$ cat src/rtl/ncl_ring_sync.sv
// ncl_ring_sync: clocked model of a dual-rail NULL Convention Logic ring.
// DEPTH stages of WIDTH dual-rail bits pass a single DATA/NULL wavefront
// around the ring; stage INVERT_STAGE swaps rails so the token alternates
// each lap. Stage DEPTH-1 is tapped for wavefront arrival and counting.
// Optional macro NCL_RING_ILLEGAL_CHK_EN: sticky detection of 11 rail
// pairs, which then freezes the ring until init.

// Next-state logic for one ring stage (purely combinational).
module ncl_ring_lane #(
    parameter int WIDTH = 2,
    parameter bit INV   = 1'b0,
    parameter bit HEAD  = 1'b0
) (
    input  logic [2*WIDTH-1:0] cur,
    input  logic [2*WIDTH-1:0] up,
    input  logic               up_dc,
    input  logic               up_null,
    input  logic               dn_dc,
    input  logic               halt,
    input  logic               freeze,
    input  logic               inj_valid,
    input  logic [2*WIDTH-1:0] inj_mask,
    output logic [2*WIDTH-1:0] nxt,
    output logic               dc,
    output logic               nul
);
    logic [2*WIDTH-1:0] up_f;

    // Completion of this stage: every bit exactly one rail high / all rails low
    always_comb begin
        dc  = 1'b1;
        for (int j = 0; j < WIDTH; j++)
            dc = dc & (cur[2*j] ^ cur[2*j+1]);
        nul = ~|cur;
    end

    // Upstream value as seen by this stage: rails swapped on the inverting stage
    always_comb begin
        up_f = up;
        if (INV) begin
            for (int j = 0; j < WIDTH; j++) begin
                up_f[2*j]   = up[2*j+1];
                up_f[2*j+1] = up[2*j];
            end
        end
    end

    // Handshake rule; the head stage can be halted and takes injected rails
    always_comb begin
        nxt = cur;
        if (!(freeze || (HEAD && halt))) begin
            if (!dn_dc && up_dc)
                nxt = up_f;
            else if (dn_dc && up_null)
                nxt = '0;
        end
        if (HEAD && inj_valid)
            nxt = nxt | inj_mask;
    end
endmodule

module ncl_ring_sync #(
    parameter int               WIDTH        = 2,
    parameter int               DEPTH        = 4,
    parameter logic [WIDTH-1:0] INIT_DATA    = '0,
    parameter int               INVERT_STAGE = 0
) (
    input  logic                     clk,
    input  logic                     init,
    input  logic                     halt,
    input  logic                     inj_valid,
    input  logic [2*WIDTH-1:0]       inj_mask,
    output logic [DEPTH*2*WIDTH-1:0] stage_rails,
    output logic                     tap_valid,
    output logic [WIDTH-1:0]         tap_data,
    output logic [15:0]              wave_count,
    output logic                     illegal
);
    function automatic logic [2*WIDTH-1:0] enc(input logic [WIDTH-1:0] d);
        logic [2*WIDTH-1:0] r;
        for (int j = 0; j < WIDTH; j++)
            r[2*j +: 2] = d[j] ? 2'b10 : 2'b01;
        return r;
    endfunction

    localparam logic [2*WIDTH-1:0] INIT_RAILS = enc(INIT_DATA);
    localparam logic [DEPTH-1:0][2*WIDTH-1:0] RST_RAILS =
        {INIT_RAILS, {((DEPTH-1)*2*WIDTH){1'b0}}};

    logic [DEPTH-1:0][2*WIDTH-1:0] rails_q;
    logic [DEPTH-1:0][2*WIDTH-1:0] nxt_all;
    logic [DEPTH-1:0]              dc_all;
    logic [DEPTH-1:0]              nul_all;
    logic                          freeze;
    logic                          last_nxt_dc;
    logic [WIDTH-1:0]              last_bits;
    logic                          rise;
    logic [15:0]                   wave_q;

    genvar i;
    generate
        for (i = 0; i < DEPTH; i++) begin : g_stage
            localparam int UP = (i + DEPTH - 1) % DEPTH;
            localparam int DN = (i + 1) % DEPTH;
            ncl_ring_lane #(
                .WIDTH (WIDTH),
                .INV   (i == INVERT_STAGE),
                .HEAD  (i == 0)
            ) u_lane (
                .cur       (rails_q[i]),
                .up        (rails_q[UP]),
                .up_dc     (dc_all[UP]),
                .up_null   (nul_all[UP]),
                .dn_dc     (dc_all[DN]),
                .halt      (halt),
                .freeze    (freeze),
                .inj_valid (inj_valid),
                .inj_mask  (inj_mask),
                .nxt       (nxt_all[i]),
                .dc        (dc_all[i]),
                .nul       (nul_all[i])
            );
        end
    endgenerate

`ifdef NCL_RING_ILLEGAL_CHK_EN
    logic illegal_q;
    logic any_ill;

    // Any 11 rail pair anywhere in the ring
    always_comb begin
        any_ill = 1'b0;
        for (int s = 0; s < DEPTH; s++)
            for (int j = 0; j < WIDTH; j++)
                any_ill = any_ill | (&rails_q[s][2*j +: 2]);
    end

    // Sticky illegal flag, cleared only by init
    always_ff @(posedge clk) begin
        if (init)
            illegal_q <= 1'b0;
        else if (any_ill)
            illegal_q <= 1'b1;
    end

    assign freeze  = illegal_q;
    assign illegal = illegal_q;
`else
    assign freeze  = 1'b0;
    assign illegal = 1'b0;
`endif

    // Completion and logical value of the tap stage's next state
    always_comb begin
        last_nxt_dc = 1'b1;
        for (int j = 0; j < WIDTH; j++) begin
            last_nxt_dc  = last_nxt_dc & (nxt_all[DEPTH-1][2*j] ^ nxt_all[DEPTH-1][2*j+1]);
            last_bits[j] = nxt_all[DEPTH-1][2*j+1];
        end
    end

    assign rise = !freeze && !dc_all[DEPTH-1] && last_nxt_dc;

    // All stages update together; init drops every wavefront in flight
    always_ff @(posedge clk) begin
        if (init)
            rails_q <= RST_RAILS;
        else
            rails_q <= nxt_all;
    end

    // Tap pulse, captured token and wavefront counter
    always_ff @(posedge clk) begin
        if (init) begin
            tap_valid <= 1'b0;
            tap_data  <= '0;
            wave_q    <= '0;
        end else begin
            tap_valid <= rise;
            if (rise) begin
                tap_data <= last_bits;
                wave_q   <= wave_q + 16'd1;
            end
        end
    end

    assign stage_rails = rails_q;
    assign wave_count  = wave_q;
endmodule

$ cat config.mk
export PLATFORM = sky130hd
export DESIGN_NAME = ncl_ring_sync
export DESIGN_NICKNAME = d
export VERILOG_FILES = /design/src/rtl/ncl_ring_sync.sv
export SDC_FILE = /design/constraint.sdc
export NUM_CORES = 1
export LEC_CHECK = 0
export CORE_MARGIN = 1.5
export CORE_UTILIZATION = 48
export CTS_CLUSTER_DIAMETER = 120
export DETAILED_ROUTE_END_ITERATION = 8
export PLACE_DENSITY = 0.76
export SLEW_MARGIN = 15
export SYNTH_ARGS = -nofsm -noshare
export SYNTH_HDL_FRONTEND = slang
export SYNTH_SLANG_ARGS = --single-unit
$ cat constraint.sdc
create_clock -name clk -period 3.06 [get_ports clk]
set_input_delay 0.612 -clock clk [delete_from_list [all_inputs] [get_ports clk]]
set_output_delay 0.612 -clock clk [all_outputs]
set_load 0.05 [all_outputs]
; ---- Word level (Yosys, flattened, before mapping)
; Index checks and enable logic that the tools add are counted.
[op_classes]
n_bitwise = 16
addsub = 1
mux = 10
reduce_logical = 23
[op_table]
columns = operator, count
row1 = $mux W4, 10
row2 = $add A16 B1 Y16 const B, 1
row3 = $reduce_or A4 Y1, 4
row4 = $xor A1 B1 Y1, 10
row5 = $logic_and A1 B1 Y1, 9
row6 = $logic_not A1 Y1, 8
row7 = $and A1 B1 Y1, 5
row8 = $or A4 B4 Y4, 1
row9 = $reduce_bool A2 Y1, 2
[totals]
ff_bits = 35
wordCells = 57
input_bits = 8
output_inout_bits = 36

; ---- Depth between registers and ports, before layout
; Gate-level depths: netlist of run 1.
[depth]
word_depth = 8
depth_mapped = 9
ltp_nobuf = 7

; ---- Cells and area by module
; From an unflattened synthesis of run 1, not the netlist that was laid out.
[hier_totals]
cells_unflattened = 228
area_unflattened_um2 = 1996.9
[modules_own_cells]
columns = module, cells_each, area_per_inst_um2, seq_area_each_um2, n_inst
row1 = ncl_ring_sync, 139, 1337.5, 700.7, 1
row2 = ncl_ring_lane at g_stage[1].u_lane ..., 23, 170.2, 0.0, 3
row3 = ncl_ring_lane at g_stage[0].u_lane, 20, 148.9, 0.0, 1

; ---- Worst setup path after synthesis of run 1
; No wires, ideal clock.
[synth_path]
kind = reg2reg
from = register rails_q (netlist bit stage_rails[0])
to = register wave_q[3] (netlist: wave_count[3])
stages_incl_launch_ff = 9
setup_time_ns = 0.121
arrival_time_ns = 2.443
synth_period_minus_slack_ns = 2.563
path_buffers = 1
required_ns = 2.939
setup_slack_ns = 0.497
cell_sequence = dfxtp_1 -> inv_1 -> ha_1 -> and2_1 -> o31ai_1 -> o2111ai_2 -> buf_6 -> nor3_1 -> mux2_2
[synth_via]
elab_chain_len = 8
word_cells_on_any_way = 11
classes_between = 2 x mux / 5 x bitwise / 4 x reduce/logical
[synth_lines]
columns = item, line
row1 = from (decl), 90  ; logic [DEPTH-1:0][2*WIDTH-1:0] rails_q;
row2 = from (signal assigned), 169  ; rails_q <= nxt_all;
row3 = $xor A1 B1 Y1 *, 33  ; dc = dc & (cur[2*j] ^ cur[2*j+1]);
row4 = $and A1 B1 Y1 *, 33
row5 = $logic_and A1 B1 Y1 / $logic_not A1 Y1 (equally long branches), "54, 52"
row6 = $mux W4 / $logic_and A1 B1 Y1 (equally long branches), "54, 52"
row7 = $mux W4 *, 52  ; if (!dn_dc && up_dc)
row8 = $xor A1 B1 Y1, 157  ; last_nxt_dc = last_nxt_dc & (nxt_all[DEPTH-1][2*j] ^ nxt_all[DEPTH-1][2*j+1]);
row9 = $and A1 B1 Y1 *, 157
row10 = $logic_and A1 B1 Y1 *, 162  ; assign rise = !freeze && !dc_all[DEPTH-1] && last_nxt_dc;
row11 = to (signal assigned), 182  ; wave_q <= wave_q + 16'd1;
row12 = to (decl), 98  ; logic [15:0] wave_q;
; Mark *: on every way between the ends. The rest lies on a longest branch, timed or not.
; A chain may end at the register's enable or synchronous reset.

; ---- Worst setup path after layout of run 1
[layout_path]
from = register rails_q (netlist bit stage_rails[8])
to = register wave_q[11] (netlist: wave_count[11])
[layout_via]
elab_chain_len = 8
word_cells_on_any_way = 12
classes_between = 2 x mux / 5 x bitwise / 5 x reduce/logical
[layout_lines]
columns = item, line
row1 = $reduce_or A4 Y1, 34  ; nul = ~|cur;
row2 = $logic_not A1 Y1, 34
row3 = $logic_and A1 B1 Y1, 54  ; else if (dn_dc && up_null)
row4 = $mux W4, 54
row5 = $mux W4 *, 52
row6 = $xor A1 B1 Y1, 157
row7 = $and A1 B1 Y1 *, 157
row8 = $logic_and A1 B1 Y1 *, 162
; Marked as above.

==> flow_metrics.py, run 1 <==
metrics = {
    "sta": {
        "worstMarginPinSlew_ns": 0.530,
        "whs_ns": 0.499,
        "setup_viol": 0,
        "rsz0062_at_grt": "false",
        "min_period_over_period_pct": 80.6,
        "tns_ns": 0,
        "setup_ws_ns": 0.595,
        "slew_headroom_pct": 64.6,
        "fmax_mhz": 406,
        "hold_viol_final": 0,
        "min_period_ns": 2.47,
        "finalMaxSlewViolations": 0,
        "clock_skew_ns": 0.0129,
    },
    "clock_tree": {
        "cts_resized": 0,
        "clkSinkCount": 35,
        "cts.htree.levels": 2,
        "cts_tree": "done",
        "cts.clk_slew.worst_paths_ns": 0.10,
        "clkLatencyLatePin_ns": 0.33,
        "cts_setup_buffers": 0,
        "clk_path_buf_depth": 2,
        "hold_buffers": 0,
        "clock-root-buffer": "clkbuf_4",
        "numCtsBuffers": 5,
    },
    "setup_path": {
        "start_kind": "flip-flop",
        "crit_family": "simple AND/OR/NAND/NOR gates",
        "timing.reg2reg.setup_slack_ns": 0.59,
        "crit_fanout": 28,
        "end_kind": "flip-flop",
        "crit_chain": "inv_1 > ha_1 > and2_1 > a21oi_2 > o2111ai_2 > buf_4 > nor4_1 > mux2_2",
        "required_ns": 3.29,
        "crit_type": "reg2reg",
        "critPathBufInv": 2,
        "worst_ep_arrival_time_ns": 2.69,
        "cpMaxStageDelayCell": "dfxtp_1",
        "max_stage_delay_ns": 0.46,
    },
    "detailed_routing": {
        "drt_iter0_markers": 92,
        "postRouteAntennaNets": 0,
        "drt-total-wl_um": 3900,
        "viasPerCell": 5.51,
        "drc": 0,
        "drt_pass1_iterations": 7,
        "vias": 1614,
        "wl_per_cell_um": 13.3,
    },
    "layout": {
        "final_common_cell": "clkdlybuf4s50_1",
        "antenna_cells": 0,
        "stdcell_count": 293,
        "drive_above_1_share_pct": 7.69,
        "multiInputGateArea_um2": 930,
        "nFillCells": 323,
        "seq_area_um2": 701,
        "final_cell_mix": "42 x clkdlybuf4s50_1, 35 x dfxtp_1, 23 x nor2_1, 19 x inv_1",
        "post-route-util_pct": 65.9,
        "finish.instance_area_um2": 2250,
        "syn_to_final_growth_pct": 28.9,
        "nets": 263,
    },
    "synthesis": {
        "ys.flop_type": "dfxtp_1",
        "ys_types": 36,
        "syn_inst": 203,
        "syn_area_um2": 1750,
        "synthArstFlopShare_pct": 0,
        "synth_edf_count": 0,
        "ys_ff_latch": 35,
        "ys_warn_count": 0,
        "avgSynthCellArea_um2": 8.60,
        "ys_seq_area_share_pct": 40.1,
        "synth_nets": 220,
    },
    "global_route": {
        "grt.total_usage_pct": 20.7,
        "grt_max_degree": 29,
        "grt_pass1_vias": 1433,
        "grt_pass1_wl_um": 6660,
        "grt-ovfl-total": 0,
        "antenna_found_initial": 0,
    },
    "floorplanning": {
        "io_pins": 44,
        "die_w_um": 63.3,
        "die_y_um": 63.3,
        "core_area_um2": 3420,
        "initial_core_util_pct": 51.1,
        "std_cell_rows": 21,
        "die-area_um2": 4010,
    },
    "job": {
        "drv_cap": 0,
    },
    "power": {
        "powerDensity_nw_per_um2": 449,
        "switching_share_pct": 34.4,
        "p_total_mw": 1.01,
        "power.switching_mw": 0.348,
        "p_leak_nw": 0.773,
        "clock_power_share_pct": 23.1,
        "power.internal_mw": 0.663,
        "ir_worst_vdd_v": 0.000302,
        "comb_power_share_pct": 27.5,
        "seqPwrFrac_pct": 49.4,
    },
    "hold_path": {
        "hold_class": "reg2reg",
    },
    "outcome": {
        "status": "complete, no violations",
    },
    "place": {
        "port_buffers": 42,
        "dp_cells": 285,
        "gp_congestion": 0.893,
        "place_hpwl_um": 2980,
        "pre_cts_ws_ns": 0.620,
        "dpl_cell_area_um2": 2200,
    },
}
==> layout make-up <==
cell class | instances | area share, %
clock buffers | 7 | 2.00
clock inverters | 1 | 0.222
inverters | 19 | 3.17
multi-input cells | 140 | 41.3
flip-flops and latches | 35 | 31.1
well taps | 46 | 2.56
repair buffers | 45 | 19.7
==> logic make-up after synthesis <==
logic type / count (synthesis) / synth area share [%]
other: 1 / 0.215
AOI/OAI and AO/OA: 47 / 19.6
buffers and inverters: 28 / 6.66
xor gates and xnor gates: 3 / 1.50
muxes: 6 / 3.80
adders and majority gates: 9 / 6.45
DFF: 35 / 40.1
and+or+nand+nor: 74 / 21.7
==> state kept, by name, summed over array words and instances (netlist names) <==
signal	cells
stage_rails	16
wave_count	16
tap_data	2
tap_valid	1
==> worst reg2reg max path, cell delays in order, from the launching register on <==
cell and delay (ns):
dfxtp_1 0.46, inv_1 0.08, ha_1 0.31, and2_1 0.21
a21oi_2 0.26, o2111ai_2 0.15, buf_4 0.23, nor4_1 0.31
mux2_2 0.37
==> synth_stat cells, drive strengths merged (2+ instances only) <==
master  number  area share [%]
nand2       12             2.6
a221o        2             1.1
mux2         5             3.2
clkbuf       7             1.5
nor2        24             5.3
buf          2             1.1
nand3        4             1.1
nand4        4             1.4
o31ai       11             5.0
a31oi        2            0.72
and2         3             1.1
o21ai        3            0.86
dfxtp       35              40
xnor2        3             1.5
nor3         4             1.1
a21oi       13             3.9
inv         19             4.1
ha           9             6.4
nand2b       2            0.72
nor2b        5             1.8
or4          9             3.9
a222oi       4             2.3
or3          3             1.1
a22oi       10             4.3
==> path summary, 6_finish.rpt <==
check,from,endpoint,cells after the start
setup / recovery,stage_rails[8],wave_count[11],8
hold / removal,wave_count[15],wave_count[15],2
setup reg to reg,stage_rails[8],wave_count[11],8
hold reg to reg,wave_count[15],wave_count[15],2
==> per-layer routing <==
layer / global-route usage, % / part of all wire (%)
met3: 4.82 / 5.3
met1: 29.5 / 50
met5: 0 / 0
met2: 30.8 / 44
met4: 6.52 / 0.79
==> power groups by stage <==
stage | logic, mW | registers, mW | clock network [mW]
5_1_grt | 0.300 | 0.502 | 0.261
2_1_floorplan | 0.145 | 0.567 | 0
3_5_place_dp | 0.278 | 0.509 | 0
6_report | 0.278 | 0.499 | 0.234
4_1_cts | 0.278 | 0.499 | 0.240
3_3_place_gp | 0.276 | 0.508 | 0
(Power assumes the default switching activity.)
==> run 2, diff against run 1 <==
- clock period: 3.06 -> 2.4 ns (I/O delays scaled with it)
==> flow_metrics.py, run 2 (synthesized netlist as in run 1, its figures left out) <==
metrics = {
    "outcome": {
        "status": "complete, no violations",
    },
    "floorplanning": {
        "die_y_um": 63.3,
        "initial_core_util_pct": 51.1,
        "die_w_um": 63.3,
        "die-area_um2": 4010,
        "std_cell_rows": 21,
        "core_area_um2": 3420,
        "io_pins": 44,
    },
    "layout": {
        "nets": 275,
        "finish.instance_area_um2": 2380,
        "syn_to_final_growth_pct": 36.2,
        "final_common_cell": "clkdlybuf4s50_1",
        "final_cell_mix": "42 x clkdlybuf4s50_1, 27 x dfxtp_1, 23 x nor2_1, 19 x inv_1, 15 x buf_4",
        "stdcell_count": 305,
        "drive_above_1_share_pct": 15.8,
        "antenna_cells": 0,
    },
    "sta": {
        "clock_skew_ns": 0.00852,
        "finalMaxSlewViolations": 0,
        "setup_ws_ns": 0.0755,
        "worstMarginPinSlew_ns": 0.651,
        "fmax_mhz": 430,
        "min_period_over_period_pct": 96.9,
        "min_period_ns": 2.32,
        "setup_viol": 0,
        "hold_viol_final": 0,
        "slew_headroom_pct": 56.4,
    },
    "clock_tree": {
        "clkSinkCount": 35,
        "cts_tree": "done",
        "cts.htree.levels": 2,
        "clock-root-buffer": "clkbuf_4",
        "clk_path_buf_depth": 2,
        "clkLatencyLatePin_ns": 0.33,
        "cts.clk_slew.worst_paths_ns": 0.10,
        "cts_setup_buffers": 0,
        "numCtsBuffers": 5,
    },
    "setup_path": {
        "cpMaxStageDelayCell": "mux2_2",
        "critPathBufInv": 2,
        "crit_chain": "inv_1 > ha_1 > and2_1 > o31ai_2 > o2111ai_2 > buf_4 > nor4_2 > mux2_2",
        "start_kind": "flip-flop",
        "required_ns": 2.63,
        "rr_worst_depth": 8,
        "crit_family": "simple AND/OR/NAND/NOR gates",
        "worst_ep_arrival_time_ns": 2.55,
        "end_kind": "flip-flop",
        "crit_type": "reg2reg",
        "crit_fanout": 13,
        "path_depth": 8,
        "max_stage_delay_ns": 0.37,
    },
    "detailed_routing": {
        "met1Wirelength_um": 1960,
        "dr_wl_met3_um": 214,
        "drt_pass1_iterations": 5,
        "drt-total-wl_um": 4060,
        "vias": 1714,
        "drt_iter0_markers": 127,
        "postRouteAntennaNets": 0,
        "wl_per_cell_um": 13.3,
        "drc": 0,
        "viasPerCell": 5.62,
        "highest_layer": "met4",
        "met2_length_um": 1820,
    },
    "power": {
        "p_total_mw": 1.38,
        "p_leak_nw": 0.846,
        "powerDensity_nw_per_um2": 579,
        "ir_worst_vdd_v": 0.000373,
    },
    "global_route": {
        "grt.total_usage_pct": 21.7,
        "grt_pass1_vias": 1498,
        "grt-ovfl-total": 0,
        "grt_max_degree": 20,
        "grt_pass1_wl_um": 6910,
        "antenna_found_initial": 0,
    },
    "place": {
        "gp_congestion": 0.825,
        "dp_cells": 297,
        "place_hpwl_um": 3110,
        "port_buffers": 42,
        "pre_cts_ws_ns": 0.0842,
        "dpl_cell_area_um2": 2300,
    },
    "hold_path": {
        "worstHoldPathCells": 2,
        "hold_class": "reg2reg",
    },
    "job": {
        "drv_cap": 0,
    },
}
run 2: cell types whose count changed in the layout (fill, tap and decap cells not counted):
cell / previous run / this run
nor4_2: 0 / 1
dfxtp_2: 0 / 7
clkbuf_1: 2 / 1
clkbuf_8: 0 / 2
dfxtp_1: 35 / 27
dfxtp_4: 0 / 1
buf_4: 3 / 15
clkinv_2: 1 / 0
nor4_1: 1 / 0
run 2: area by class of cell:
type	count	area, um^2
multi-input cells	140	936
fillers	295	1040
inverters	19	71.3
clock buffers	8	68.8
repair buffers	57	533
well taps	46	57.6
flip-flops and latches	35	713
run 2: final timing paths:
path                   from             end  slack, ns
max          stage_rails[1]  wave_count[11]       0.08
min          wave_count[15]  wave_count[15]       0.49
max reg2reg  stage_rails[1]  wave_count[11]       0.08
min reg2reg  wave_count[15]  wave_count[15]       0.49
run 2: per-stage QoR:
stage	hold WS [ns]	setup TNS, ns	util [%]
6_report	0.485	0	69.7
5_1_grt	0.517	-0.0110	69.7
4_1_cts	0.489	0	69.4
3_5_place_dp	0.475	0	67.4
3_3_place_gp	0.468	0	67.4
2_1_floorplan	0.626	0	-
run 2: per-layer routing:
layer / vias to the layer above / GRT usage [%]
met5: - / 0
met4: 0 / 8.15
met3: 7 / 5.00
met2: 57 / 32.0
met1: 801 / 30.8
li1: 849 / -
run 2: power breakdown:
group	switching [mW]	internal (mW)	total, mW	leakage [nW]
registers	0.0236	0.605	0.628	0.287
clock network	0.187	0.172	0.359	0.0386
logic	0.243	0.147	0.390	0.520
total	0.454	0.924	1.38	0.846
run 2: repair_timing:
item                                    CTS  global route
endpoints found under the hold margin     0             0
endpoints found under the setup margin    0             1
hold buffers                              0             0
gates resized for setup                   0             2
run 2: worst reg2reg max path, cell delays in order (launching register included):
cell       delay [ns]
dfxtp_2          0.36
inv_1            0.05
ha_1             0.29
and2_1           0.21
o31ai_2          0.28
o2111ai_2        0.16
buf_4            0.21
nor4_2           0.30
mux2_2           0.37
==> run 3, diff against run 2 <==
- SLEW_MARGIN: 15 -> 25
- clock period: 2.4 -> 2.6 ns (I/O delays scaled with it)
==> flow_metrics.py, run 3 (synthesized netlist as in run 1, its figures left out) <==
metrics = {
    "outcome": {
        "status": "complete, no violations",
    },
    "clock_tree": {
        "clkSinkCount": 35,
        "cts_tree": "done",
        "cts.clk_slew.worst_paths_ns": 0.10,
        "clock-root-buffer": "clkbuf_4",
        "numCtsBuffers": 5,
        "cts.htree.levels": 2,
        "clk_path_buf_depth": 2,
        "clkLatencyLatePin_ns": 0.34,
    },
    "floorplanning": {
        "initial_core_util_pct": 51.1,
        "core_area_um2": 3420,
        "die_y_um": 63.3,
        "die_w_um": 63.3,
        "io_pins": 44,
        "die-area_um2": 4010,
        "std_cell_rows": 21,
    },
    "detailed_routing": {
        "drc": 0,
        "wl_per_cell_um": 13.9,
        "postRouteAntennaNets": 0,
        "drt-total-wl_um": 4130,
        "drt_pass1_iterations": 4,
        "viasPerCell": 5.52,
        "drt_iter0_markers": 153,
        "vias": 1646,
    },
    "setup_path": {
        "required_ns": 2.88,
        "reg2reg_to": "wave_count[15]",
        "crit_fanout": 13,
        "worst_ep_arrival_time_ns": 2.69,
        "end_kind": "flip-flop",
        "timing.reg2reg.setup_slack_ns": 0.19,
        "crit_type": "reg2reg",
        "rr_worst_depth": 8,
        "regToRegStartpoint": "stage_rails[8]",
        "start_kind": "flip-flop",
    },
    "layout": {
        "nFillCells": 281,
        "stdcell_count": 298,
        "seq_area_um2": 701,
        "drive_above_1_share_pct": 11.1,
        "multiInputGateArea_um2": 970,
        "finish.instance_area_um2": 2340,
        "antenna_cells": 0,
        "post-route-util_pct": 68.5,
        "final_common_cell": "clkdlybuf4s50_1",
        "final_cell_mix": "42 x clkdlybuf4s50_1, 35 x dfxtp_1, 23 x nor2_1, 19 x inv_1",
        "nets": 270,
        "syn_to_final_growth_pct": 34.0,
    },
    "global_route": {
        "grt_pass1_vias": 1431,
        "grt-ovfl-total": 0,
        "grt_pass1_wl_um": 6730,
        "antenna_found_initial": 0,
        "grt.total_usage_pct": 21.3,
        "grt_max_degree": 22,
    },
    "job": {
        "drv_cap": 0,
    },
    "sta": {
        "clock_skew_ns": 0.0158,
        "finalMaxSlewViolations": 0,
        "whs_ns": 0.482,
        "tns_ns": 0,
        "fmax_mhz": 415,
        "setup_ws_ns": 0.190,
        "rsz0062_at_grt": "false",
        "setup_viol": 0,
        "hold_viol_final": 0,
        "slew_headroom_pct": 52.4,
        "min_period_over_period_pct": 92.7,
        "worstMarginPinSlew_ns": 0.712,
        "min_period_ns": 2.41,
    },
    "place": {
        "dp_cells": 292,
        "pre_cts_ws_ns": 0.129,
        "port_buffers": 42,
        "place_hpwl_um": 3030,
        "dpl_cell_area_um2": 2250,
        "gp_congestion": 0.930,
    },
    "power": {
        "p_leak_nw": 0.810,
        "ir_worst_vdd_v": 0.000339,
        "p_total_mw": 1.21,
        "powerDensity_nw_per_um2": 517,
    },
    "hold_path": {
        "hp-start": "wave_count[15]",
        "hold_class": "reg2reg",
        "hold_end": "wave_count[15]",
        "worstHoldPathCells": 2,
    },
}
[run 3: cell types whose count changed in the layout (fill, tap and decap cells not counted), moves of 2 or more]
cell	change
clkbuf_8	-2
dfxtp_1	+8
dfxtp_2	-7
o31ai_4	+2
buf_4	-6
[run 3: worst max-delay path by stage]
stage | startpoint | endpoint | slack [ns] | cells past startpoint
2_1_floorplan | stage_rails[0] | wave_count[3] | 0.04 | 8
3_3_place_gp | stage_rails[3] | tap_data[0] | 0.20 | 8
3_5_place_dp | stage_rails[0] | wave_count[15] | 0.13 | 8
4_1_cts | stage_rails[0] | wave_count[15] | 0.13 | 8
5_1_grt | stage_rails[0] | wave_count[13] | 0.02 | 8
6_report | stage_rails[8] | wave_count[15] | 0.19 | 8
[run 3: routing by layer]
| metal | vias up | GRT usage [%] | share of wire (%) |
|---|---|---|---|
| li1 | 837 | - | - |
| met1 | 764 | 29.1 | 48 |
| met2 | 39 | 31.1 | 46 |
| met3 | 6 | 6.96 | 4.9 |
| met4 | 0 | 8.42 | 1.1 |
| met5 | - | 0 | 0 |
[run 3: worst max-delay path, stage by stage (launching register included)]
cell and delay, ns:
dfxtp_1 0.35, inv_1 0.05, ha_1 0.30, and2_1 0.22
a21oi_2 0.35, o2111ai_4 0.24, buf_6 0.20, or4_1 0.49
a21oi_1 0.14
[run 3: final cells by class]
cell class | count | share of cell area [%]
well taps | 46 | 2.46
clock buffers | 6 | 1.76
repair buffers | 52 | 21.3
multi-input cells | 140 | 41.4
flip-flops and latches | 35 | 29.9
inverters | 19 | 3.05
[run 3: repair_timing]
| action | 4_1_cts | 5_1_grt |
|---|---|---|
| resized for setup | 0 | 7 |
| endpoints found under the setup margin | 0 | 8 |
| hold buffers | 0 | 0 |
| buffers inserted | 0 | 0 |
[run 3: report_power, final]
group / switching [mW] / internal [mW] / total (mW)
registers: 0.0273 / 0.558 / 0.585
clock network: 0.168 / 0.0961 / 0.264
logic: 0.224 / 0.135 / 0.359
total: 0.419 / 0.790 / 1.21
